<file path="src/rtl/irq_nmi_seq.sv">
// irq_nmi_seq: interrupt/reset request sequencer feeding the CPU control unit.
// Synchronizes /NMI and /IRQ, latches the NMI falling edge, arbitrates
// RESET > NMI > IRQ at instruction boundaries and holds one registered
// request (type, vector, pushed B) until the control unit acknowledges it.
module irq_nmi_seq #(
  parameter int SYNC_STAGES = 2,
  parameter int RESET_DELAY = 7
) (
  input  logic        clk,
  input  logic        rst,
  input  logic        nmi_n,
  input  logic        irq_n,
  input  logic        P_I,
  input  logic        insn_boundary,
  input  logic        int_ack,
  output logic        int_pending,
  output logic [1:0]  int_type,
  output logic [15:0] vector_addr,
  output logic        push_B,
  output logic        nmi_latch
);

  typedef enum logic [1:0] {
    RST_WAIT  = 2'd0,
    IDLE      = 2'd1,
    PRESENTED = 2'd2
  } state_t;

  localparam logic [1:0]  TYPE_NONE  = 2'b00;
  localparam logic [1:0]  TYPE_IRQ   = 2'b01;
  localparam logic [1:0]  TYPE_NMI   = 2'b10;
  localparam logic [1:0]  TYPE_RESET = 2'b11;
  localparam logic [15:0] VEC_IRQ    = 16'hFFFE;
  localparam logic [15:0] VEC_NMI    = 16'hFFFA;
  localparam logic [15:0] VEC_RESET  = 16'hFFFC;
  localparam logic [7:0]  DELAY_CNT  = RESET_DELAY[7:0];

  state_t                 state_reg;
  logic [SYNC_STAGES-1:0] nmi_sync_reg;
  logic [SYNC_STAGES-1:0] irq_sync_reg;
  logic                   nmi_prev_reg;
  logic                   nmi_latch_reg;
  logic                   rst_req_reg;
  logic [7:0]             reset_cnt_reg;
  logic                   int_pending_reg;
  logic [1:0]             int_type_reg;
  logic [15:0]            vector_addr_reg;

  logic nmi_s;
  logic irq_s;
  logic nmi_edge;
  logic irq_active;
  logic nmi_ack;

  assign nmi_s      = nmi_sync_reg[SYNC_STAGES-1];
  assign irq_s      = irq_sync_reg[SYNC_STAGES-1];
  // Falling edge seen at the synchronizer output; held-low levels do not retrigger.
  assign nmi_edge   = nmi_prev_reg & ~nmi_s;
  // IRQ is a level: only honoured while the pin is still low at the boundary.
  assign irq_active = ~irq_s & ~P_I;
  assign nmi_ack    = int_ack & (state_reg == PRESENTED) & (int_type_reg == TYPE_NMI);

  // Pin synchronizer chains; idle-high so reset never looks like an edge.
  always_ff @(posedge clk or posedge rst) begin
    if (rst) begin
      nmi_sync_reg <= '1;
      irq_sync_reg <= '1;
      nmi_prev_reg <= 1'b1;
    end else begin
      nmi_sync_reg <= {nmi_sync_reg[SYNC_STAGES-2:0], nmi_n};
      irq_sync_reg <= {irq_sync_reg[SYNC_STAGES-2:0], irq_n};
      nmi_prev_reg <= nmi_s;
    end
  end

  // NMI edge latch: a new edge in the ack cycle wins so it is not lost.
  always_ff @(posedge clk or posedge rst) begin
    if (rst) begin
      nmi_latch_reg <= 1'b0;
    end else if (nmi_edge) begin
      nmi_latch_reg <= 1'b1;
    end else if (nmi_ack) begin
      nmi_latch_reg <= 1'b0;
    end
  end

  // Request FSM: reset countdown, idle arbitration, hold until acknowledged.
  always_ff @(posedge clk or posedge rst) begin
    if (rst) begin
      state_reg       <= RST_WAIT;
      rst_req_reg     <= 1'b1;
      reset_cnt_reg   <= 8'd0;
      int_pending_reg <= 1'b0;
      int_type_reg    <= TYPE_NONE;
      vector_addr_reg <= VEC_IRQ;
    end else begin
      case (state_reg)
        RST_WAIT: begin
          if (reset_cnt_reg == DELAY_CNT) begin
            state_reg       <= PRESENTED;
            int_pending_reg <= 1'b1;
            int_type_reg    <= TYPE_RESET;
            vector_addr_reg <= VEC_RESET;
          end else begin
            reset_cnt_reg <= reset_cnt_reg + 8'd1;
          end
        end
        IDLE: begin
          if (insn_boundary && !rst_req_reg) begin
            if (nmi_latch_reg) begin
              state_reg       <= PRESENTED;
              int_pending_reg <= 1'b1;
              int_type_reg    <= TYPE_NMI;
              vector_addr_reg <= VEC_NMI;
            end else if (irq_active) begin
              state_reg       <= PRESENTED;
              int_pending_reg <= 1'b1;
              int_type_reg    <= TYPE_IRQ;
              vector_addr_reg <= VEC_IRQ;
            end
          end
        end
        PRESENTED: begin
          // Presented request is frozen; no preemption by later arrivals.
          if (int_ack) begin
            if (int_type_reg == TYPE_RESET) begin
              rst_req_reg <= 1'b0;
            end
            state_reg       <= IDLE;
            int_pending_reg <= 1'b0;
            int_type_reg    <= TYPE_NONE;
            vector_addr_reg <= VEC_IRQ;
          end
        end
        default: begin
          state_reg <= IDLE;
        end
      endcase
    end
  end

  assign int_pending = int_pending_reg;
  assign int_type    = int_type_reg;
  assign vector_addr = vector_addr_reg;
  assign push_B      = 1'b0;
  assign nmi_latch   = nmi_latch_reg;

endmodule

</file>
<file path="config.mk">
export PLATFORM = sky130hd
export DESIGN_NAME = irq_nmi_seq
export DESIGN_NICKNAME = d
export VERILOG_FILES = /design/src/rtl/irq_nmi_seq.sv
export SDC_FILE = /design/constraint.sdc
export NUM_CORES = 1
export LEC_CHECK = 0
export ABC_AREA = 1
export CAP_MARGIN = 40
export CELL_PAD_IN_SITES_DETAIL_PLACEMENT = 0
export CELL_PAD_IN_SITES_GLOBAL_PLACEMENT = 1
export CORE_MARGIN = 1.5
export CORE_UTILIZATION = 33
export CTS_CLUSTER_DIAMETER = 30
export DETAILED_ROUTE_END_ITERATION = 8
export PLACE_DENSITY = 0.77
export SLEW_MARGIN = 20
export SYNTH_ARGS = -nofsm -noshare
export SYNTH_HDL_FRONTEND = slang
export SYNTH_SLANG_ARGS = --single-unit
</file>
<file path="constraint.sdc">
create_clock -name clk -period 1.4 [get_ports clk]
set_clock_uncertainty 0.15 [all_clocks]
set_input_delay 0.28 -clock clk [delete_from_list [all_inputs] [get_ports clk]]
set_output_delay 0.28 -clock clk [all_outputs]
set_load 0.005 [all_outputs]
</file>
After elaboration in Yosys (flattened, before gate mapping)
Cells that the tools add are included.
{ "op_classes": {"n_addsub": 1, "eq_ne": 9, "muxes": 26, "bitwise_logic": 8, "n_reduce_logical": 9} }
{ "ops": {"columns": ["operator", "count"], "rows": [
  ["$mux 16", 5],
  ["$pmux 16 s3", 1],
  ["$mux 2", 10],
  ["$pmux 2 s3", 2],
  ["$add 8x1->8 const B", 1],
  ["$eq 8x3->1 const B", 1],
  ["$mux 1", 7],
  ["$eq 2x2->1 const B", 3],
  ["$ne 2x2->1 const B", 3],
  ["$reduce_and 5->1", 1],
  ["$and 1x1->1", 4],
  ["$not 1->1", 4],
  ["$reduce_and 4->1", 1],
  ["$ne 3x3->1 const B", 1],
  ["$pmux 1 s3", 1],
  ["$reduce_and 3->1", 1],
  ["$reduce_bool 3->1", 1],
  ["$eq 2x1->1 const B", 1],
  ["$logic_not 2->1", 1],
  ["$reduce_and 2->1", 1],
  ["$reduce_bool 2->1", 1],
  ["$logic_and 1x1->1", 1],
  ["$logic_not 1->1", 1]
]} }
{ "totals": {"ff_bits": 36, "inputBits": 7, "output_inout_bits": 21, "wordCells": 63} }

Logic depth before layout (Yosys ltp)
Gate-level depths: netlist (run 1).
{ "depth": {"ltp_word": 6, "depth_mapped": 8, "ltp_nobuf": 8} }

Worst setup path before layout (run 1)
No wires, ideal clock.
{ "synth_path": {"path_kind": "register to register", "startpoint": "register state_reg[1]", "endpoint": "register int_type_reg[1], in the netlist int_type[1]", "setup_time_ns": 0.117, "arrival_time_ns": 1.234, "required_ns": 1.133, "path_slack_ns": -0.101, "stages_incl_launch_ff": 9, "path_buffers": 0, "synth_period_minus_slack_ns": 1.501, "path_cell_list": "dfrtp_1 inv_1 ha_1 nand2_1 nor2_1 nor2_4 nand3_4 nand2_1 nand2_1"} }
{ "synth_between": {"elab_chain_cells": 3, "elab_cells_between_ends": 10, "classes_between": "6 x eq/ne; 1 x mux; 3 x reduce/logical"} }
{ "synth_rtl": {"columns": ["element", "line", "rtl"], "rows": [
  ["start: declaration", "38", "state_t state_reg;"],
  ["start signal: assignment", "90", "state_reg <= RST_WAIT;"],
  ["start signal: assignment", "100", "state_reg <= PRESENTED;"],
  ["start signal: assignment", "111", "state_reg <= PRESENTED;"],
  ["$eq 2x1->1 (tied with other cells)", "97", "case (state_reg)"],
  ["$ne 3x3->1 (no line) (tied with other cells)", null, null],
  ["$reduce_and 5->1 (no line)", null, null],
  ["end signal: assignment", "94", "int_type_reg <= TYPE_NONE;"],
  ["end signal: assignment", "102", "int_type_reg <= TYPE_RESET;"],
  ["end signal: assignment", "113", "int_type_reg <= TYPE_NMI;"],
  ["end: declaration", "46", "logic [1:0] int_type_reg;"]
]} }
Parallel ways exist; a longest one is shown, timed or not.
A chain may end at the register's enable or synchronous reset.

Worst setup path after layout (run 1)
{ "layout_path": {"startpoint": "register state_reg[0]", "endpoint": "register int_type_reg[0], in the netlist int_type[0]"} }
The elaborated chain is that of the path after synthesis.

==> results of run 1 <==
-- what timing repair did --
item / CTS / global route
endpoints found under the setup margin: 21 / 15
setup buffers: 6 / 6
gates resized for setup: 23 / 25
pin swaps: 11 / 17
hold buffers: 0 / 0
-- logic make-up after synthesis --
logic type | synth area share [%]
compound gates | 4.94
flops | 46.1
fa+ha+maj | 5.14
xor+xnor | 2.16
simple gates | 25.0
buf+inv | 16.0
other cells | 0.618
-- Yosys cell counts (all sizes together) --
| cell | instances | share of area [%] |
|---|---|---|
| dfrtp | 14 | 29 |
| xor2 | 3 | 2.2 |
| inv | 19 | 5.9 |
| nand3b | 1 | 0.62 |
| nand4 | 6 | 3.1 |
| o21a | 1 | 0.62 |
| a21oi | 1 | 0.72 |
| dfstp | 8 | 17 |
| o21ai | 6 | 3.1 |
| buf | 16 | 10 |
| a31oi | 1 | 0.51 |
| nand3 | 6 | 3.9 |
| conb | 2 | 0.62 |
| ha | 5 | 5.1 |
| nor3 | 2 | 1.7 |
| nand2 | 37 | 12 |
| nor2 | 9 | 3.6 |
-- worst max-delay path, delay by kind of cell (launching register included) --
family,cells,cell delay [ns]
AND/OR/NAND/NOR,6,0.58
flip-flops,1,0.43
adder cells (fa/ha/maj),1,0.18
buffers and inverters,1,0.09
-- power by group through the flow --
stage	registers, µW	logic (µW)	clock network, µW
2_1_floorplan	927	733	0
3_3_place_gp	911	1150	0
3_5_place_dp	918	1170	0
4_1_cts	905	1320	462
5_1_grt	941	1600	491
6_report	922	1450	448
-- final timing paths --
check                                               start                           end  slack, ns  cells past startpoint
min in group clk                irq_sync_reg[0]$_DFF_PP1_     irq_sync_reg[1]$_DFF_PP1_       0.21                      0
max in group asynchronous                             rst       rst_req_reg$_DFFE_PP1P_       0.69                      3
worst min register to register  irq_sync_reg[0]$_DFF_PP1_     irq_sync_reg[1]$_DFF_PP1_       0.21                      0
worst min-delay path                                  rst  reset_cnt_reg[6]$_DFFE_PP0P_       0.19                      3
worst max-delay path             state_reg[0]$_DFFE_PP0P_       int_type[0]$_DFFE_PP0P_      -0.15                      8
worst max register to register   state_reg[0]$_DFFE_PP0P_       int_type[0]$_DFFE_PP0P_      -0.15                      8
-- per-stage QoR --
| step | power (µW) | worst slack, ns |
|---|---|---|
| CTS | 2690 | -0.130 |
| global route | 3040 | -0.234 |
| floorplan | 1660 | -0.0347 |
| finish | 2820 | -0.150 |
| detailed placement | 2090 | -0.289 |
| global placement | 2060 | -0.264 |
-- area by class of cell --
| cell class | count | area share (%) |
|---|---|---|
| Tap cell | 46 | 3.32 |
| Timing Repair Buffer | 40 | 20.1 |
| Clock buffer | 4 | 3.18 |
| Inverter | 19 | 4.70 |
| Multi-Input combinational cell | 93 | 36.3 |
| Sequential cell | 22 | 32.4 |
-- per-layer routing --
metal	up-vias	wire (µm)
met5	-	0
met4	0	30
met3	7	103
met2	25	1320
met1	453	934
li1	479	-
==> metrics.txt, run 1 <==
internal power 1790 µW; Final Cell Area 1730 µm²; Startpoint Class register; CP arrival 1.55 ns; fin crit share 111%; met3 Track Usage GR 3.75%; global-route layer with the greatest usage met2; detailed-router iteration count before antenna repair 4; DR WL/cell 10.7 µm; Die Span Y 63.7 µm; initial antenna violation count 0; slowest stage delay, CP 0.43 ns; row cnt 21; clock power share 15.9%; GPL Wtd Cong 0.788; routed vias/inst 4.30; remaining global-route overflow 0; Max Clk Rate 0.645 GHz; Register Area 562 µm²; Min-Delay Path Class input pin to asynchronous set/reset pin; IO Count 28; part of the power in combinational logic 51.4%; hold slack 0.186 ns; die area 4060 µm²; GR Util met2 22.2%; CTS tree done; drt initial violations 18; VDD IR max 0.000568 V; CP max FO 7; I/O Buffers 12; RSZ-0062 raised after global routing true; final-report max-slew violation count 0; synthesized instance count 137; Fillers 345; clk root buf clkbuf_8; Static Leakage 0.000885 µW; CTS Buf Count 3; Distinct cells, synth 26; failing checks setup timing; commonest non-fill, non-tap cell in the layout nand2_1; CTS H-Tree Depth 1; syn avg cell area 8.88 µm²; post-layout utilization of the core 50.3%; PwrDens 1630 nW/µm²; first-pass GRT wire length 3820 µm; Clock Latency Late Sink 0.26 ns; largest net degree at the start of global routing 23; Area growth, synth to finish 42.4%; ANT cells 0; vias 964; Crit Path Class register to register; Critical Path RT 1.40 ns; number of flip-flops under the largest register name 8; Clock Sinks 22; CP max stage cell dfrtp_1; Tmin final 1.55 ns; most frequent cells in the layout nand2_1 (28), buf_4 (24), conb_1 (15); YS warnings 0; critical path, cell by cell inv_2 -> ha_4 -> nand2_4 -> nand2_4 -> nor2_4 -> nand3_4 -> nand2_1 -> nand2_1; overall routing resource usage 12.1%; outcome finished, violations left; switching share of power 36.5%; Worst setup EP type register; switching power 1030 µW; Initial Util 35.3%; met1 Track Usage GR 13.3%; final setup margin -0.150 ns; dpl cells 208; chip width 63.7 µm; # setup viols final 12; Final ANT Viol Nets 0; max-capacitance violation count 0; layout cell share with drive strength beyond 1 42.1%; Hold Fails Final Rpt 0; WL final 2390 µm; Detailed Place HPWL 1610 µm; Post-DP Area 1470 µm²; Synth Register Bits 22; Worst-path clk slew 0.08 ns; Final #Nets 191; post-synthesis sequential area ratio 46.1%; core area 3440 µm²; Clock Path Buffers 2; footprint of the multi-input gates 628 µm²; sequential share of power 32.7%; DR DRC count 0; number of global-route vias before repair 910; setup tns final -0.940 ns; synthesized cell area 1220 µm²; Post-Layout Cell Count 224
(Power assumes the default switching activity.)
==> run 2: changes to the inputs <==
--- a/config.mk
+++ b/config.mk
@@ -13,6 +13,7 @@
 export CORE_UTILIZATION = 33
 export CTS_CLUSTER_DIAMETER = 30
 export DETAILED_ROUTE_END_ITERATION = 8
+export GPL_TIMING_DRIVEN = 0
 export PLACE_DENSITY = 0.77
 export SLEW_MARGIN = 20
 export SYNTH_ARGS = -nofsm -noshare
==> run 2 against run 1 <==
The run still ends with setup timing left. Hold slack got worse by 0.044 ns. Combinational power barely moved. Final cell count grew 1.8%. Largest power group unchanged. Highest routed layer unchanged.
==> metrics.txt, run 2 (synthesis gave the netlist of run 1 again) <==
slowest stage delay, CP 0.43 ns (about the same); Area growth, synth to finish 38.2% (was 42.4%); number of global-route vias before repair 818 (was 910); outcome finished, violations left (unchanged); most frequent cells in the layout nand2_1 (30), buf_4 (30), conb_1 (15) (was nand2_1 (28), buf_4 (24), conb_1 (15)); RR Startpoint state_reg[0]$_DFFE_PP0P_ (unchanged); Clock Path Buffers 2 (unchanged); Initial Util 35.3% (unchanged); switching power 991 µW (was 1030 µW); max-capacitance violation count 0 (unchanged); initial antenna violation count 0 (unchanged); routed vias/inst 4.06 (was 4.30); switching share of power 35.6% (was 36.5%); Clock Latency Late Sink 0.26 ns (about the same); first-pass GRT wire length 3620 µm (was 3820 µm); cell mode on critical path nand2_4; core area 3440 µm² (unchanged); DR DRC count 0 (unchanged); Fillers 350 (was 345); post-layout utilization of the core 48.8% (was 50.3%); CTS tree done (unchanged); Final ANT Viol Nets 0 (unchanged); number of flip-flops under the largest register name 8 (unchanged); Critical Path RT 1.41 ns (was 1.40 ns); Final Cell Area 1680 µm² (was 1730 µm²); failing checks setup timing (unchanged); Min-Delay Path Class input pin to asynchronous set/reset pin (unchanged); Clock Sinks 22 (unchanged); Detailed Place HPWL 1570 µm (was 1610 µm); Final #Nets 195 (was 191); VDD IR max 0.000513 V (was 0.000568 V); internal power 1790 µW (about the same); I/O Buffers 12 (unchanged); GPL Wtd Cong 0.728 (was 0.788); critical path, cell by cell inv_2 -> ha_4 -> nand2_4 -> nand2_4 -> nor2_4 -> buf_4 -> nand2_4 -> nand2_2 -> o21ai_2 (was inv_2 -> ha_4 -> nand2_4 -> nand2_4 -> nor2_4 -> nand3_4 -> nand2_1 -> nand2_1); vias 926 (was 964); Worst-path clk slew 0.08 ns (about the same); CTS H-Tree Depth 1 (unchanged); die area 4060 µm² (unchanged); row cnt 21 (unchanged); Place WS -0.300 ns (was -0.289 ns); R2R depth 9 (was 8); Worst setup EP type register (unchanged); Hold Fails Final Rpt 0 (unchanged); Static Leakage 0.000863 µW (was 0.000885 µW); crit path from state_reg[0]$_DFFE_PP0P_ (unchanged); PwrDens 1660 nW/µm² (was 1630 nW/µm²); CP max FO 4 (was 7); DR WL/cell 9.70 µm (was 10.7 µm); # setup viols final 10 (was 12); chip width 63.7 µm (unchanged); sequential share of power 32.6% (was 32.7%); CP max stage cell dfrtp_1 (unchanged); Tmin final 1.53 ns (was 1.55 ns); ANT cells 0 (unchanged); RSZ-0062 raised after global routing true (unchanged); setup tns final -0.793 ns (was -0.940 ns); Crit Path Class register to register (unchanged); Die Span Y 63.7 µm (unchanged); remaining global-route overflow 0 (unchanged); clk root buf clkbuf_8 (unchanged); WL final 2210 µm (was 2390 µm); layout cell share with drive strength beyond 1 40.7% (was 42.1%); clock power share 16.2% (was 15.9%); part of the power in combinational logic 51.2% (was 51.4%); CP arrival 1.54 ns (was 1.55 ns); detailed-router iteration count before antenna repair 4 (unchanged); final setup margin -0.131 ns (was -0.150 ns); Startpoint Class register (unchanged); fin crit share 109% (was 111%); cts hold-fix bufs 0 (unchanged); final-report max-slew violation count 0 (unchanged); overall routing resource usage 11.5% (was 12.1%); IO Count 28 (unchanged); Post-DP Area 1450 µm² (was 1470 µm²); CTS Buf Count 3 (unchanged); drt initial violations 22 (was 18); largest net degree at the start of global routing 23 (unchanged); Max Clk Rate 0.653 GHz (was 0.645 GHz); hold slack 0.142 ns (was 0.186 ns)
-- run 2: changes by cell type in the layout (fill, tap and decap cells not counted), moves of 2 or more --
cell / delta
buf_12: -2
buf_4: +6
inv_2: +2
nand2_1: +2
-- run 2: final timing paths --
check	endpoint	slack, ns
hold reg to reg	irq_sync_reg[1]$_DFF_PP1_	0.20
min in group clk	irq_sync_reg[1]$_DFF_PP1_	0.20
setup / recovery	state_reg[0]$_DFFE_PP0P_	-0.13
setup reg to reg	state_reg[0]$_DFFE_PP0P_	-0.13
max in group asynchronous	irq_sync_reg[0]$_DFF_PP1_	0.43
hold / removal	int_pending$_DFFE_PP0P_	0.14
-- run 2: routing by layer --
layer,vias up,GRT usage [%],part of all wire (%)
li1,487,-,-
met1,415,13.2,45
met2,22,20.0,50
met3,2,3.93,5.0
met4,0,3.26,0.54
met5,-,0,0
-- run 2: power by group through the flow --
stage / Combinational (µW) / Sequential, µW / Clock [µW]
5_1_grt: 1580 / 931 / 496
3_3_place_gp: 1040 / 925 / 0
3_5_place_dp: 1080 / 935 / 0
6_report: 1430 / 909 / 450
4_1_cts: 1250 / 908 / 473
2_1_floorplan: 733 / 927 / 0
-- run 2: worst max-delay path, delay by kind of cell, from the launching register on --
family / cells / cell delay, ns
flops: 1 / 0.43
simple gates: 5 / 0.41
buf+inv: 2 / 0.23
fa+ha+maj: 1 / 0.17
compound gates: 1 / 0.05
-- run 2: layout make-up --
type	count	area, µm²	area share, %
inverter	19	71.3	4.24
sequential	22	562	33.4
multi-input combinational	93	582	34.6
clock buffer	4	55.1	3.28
tap	46	57.6	3.43
buffer	16	124	7.37
timing repair buffer	28	229	13.6
-- run 2: through the flow --
| step | power (µW) | std cells |
|---|---|---|
| final | 2790 | 228 |
| after global routing | 3000 | 228 |
| after floorplan | 1660 | 150 |
| after CTS | 2630 | 221 |
| after detailed placement | 2010 | 208 |
| after global placement | 1960 | 208 |
-- run 2: timing repair --
| action | in CTS | in global routing |
|---|---|---|
| gates resized for setup | 21 | 12 |
| pin swaps | 10 | 15 |
| setup endpoints to repair | 20 | 16 |
| setup buffers | 9 | 6 |
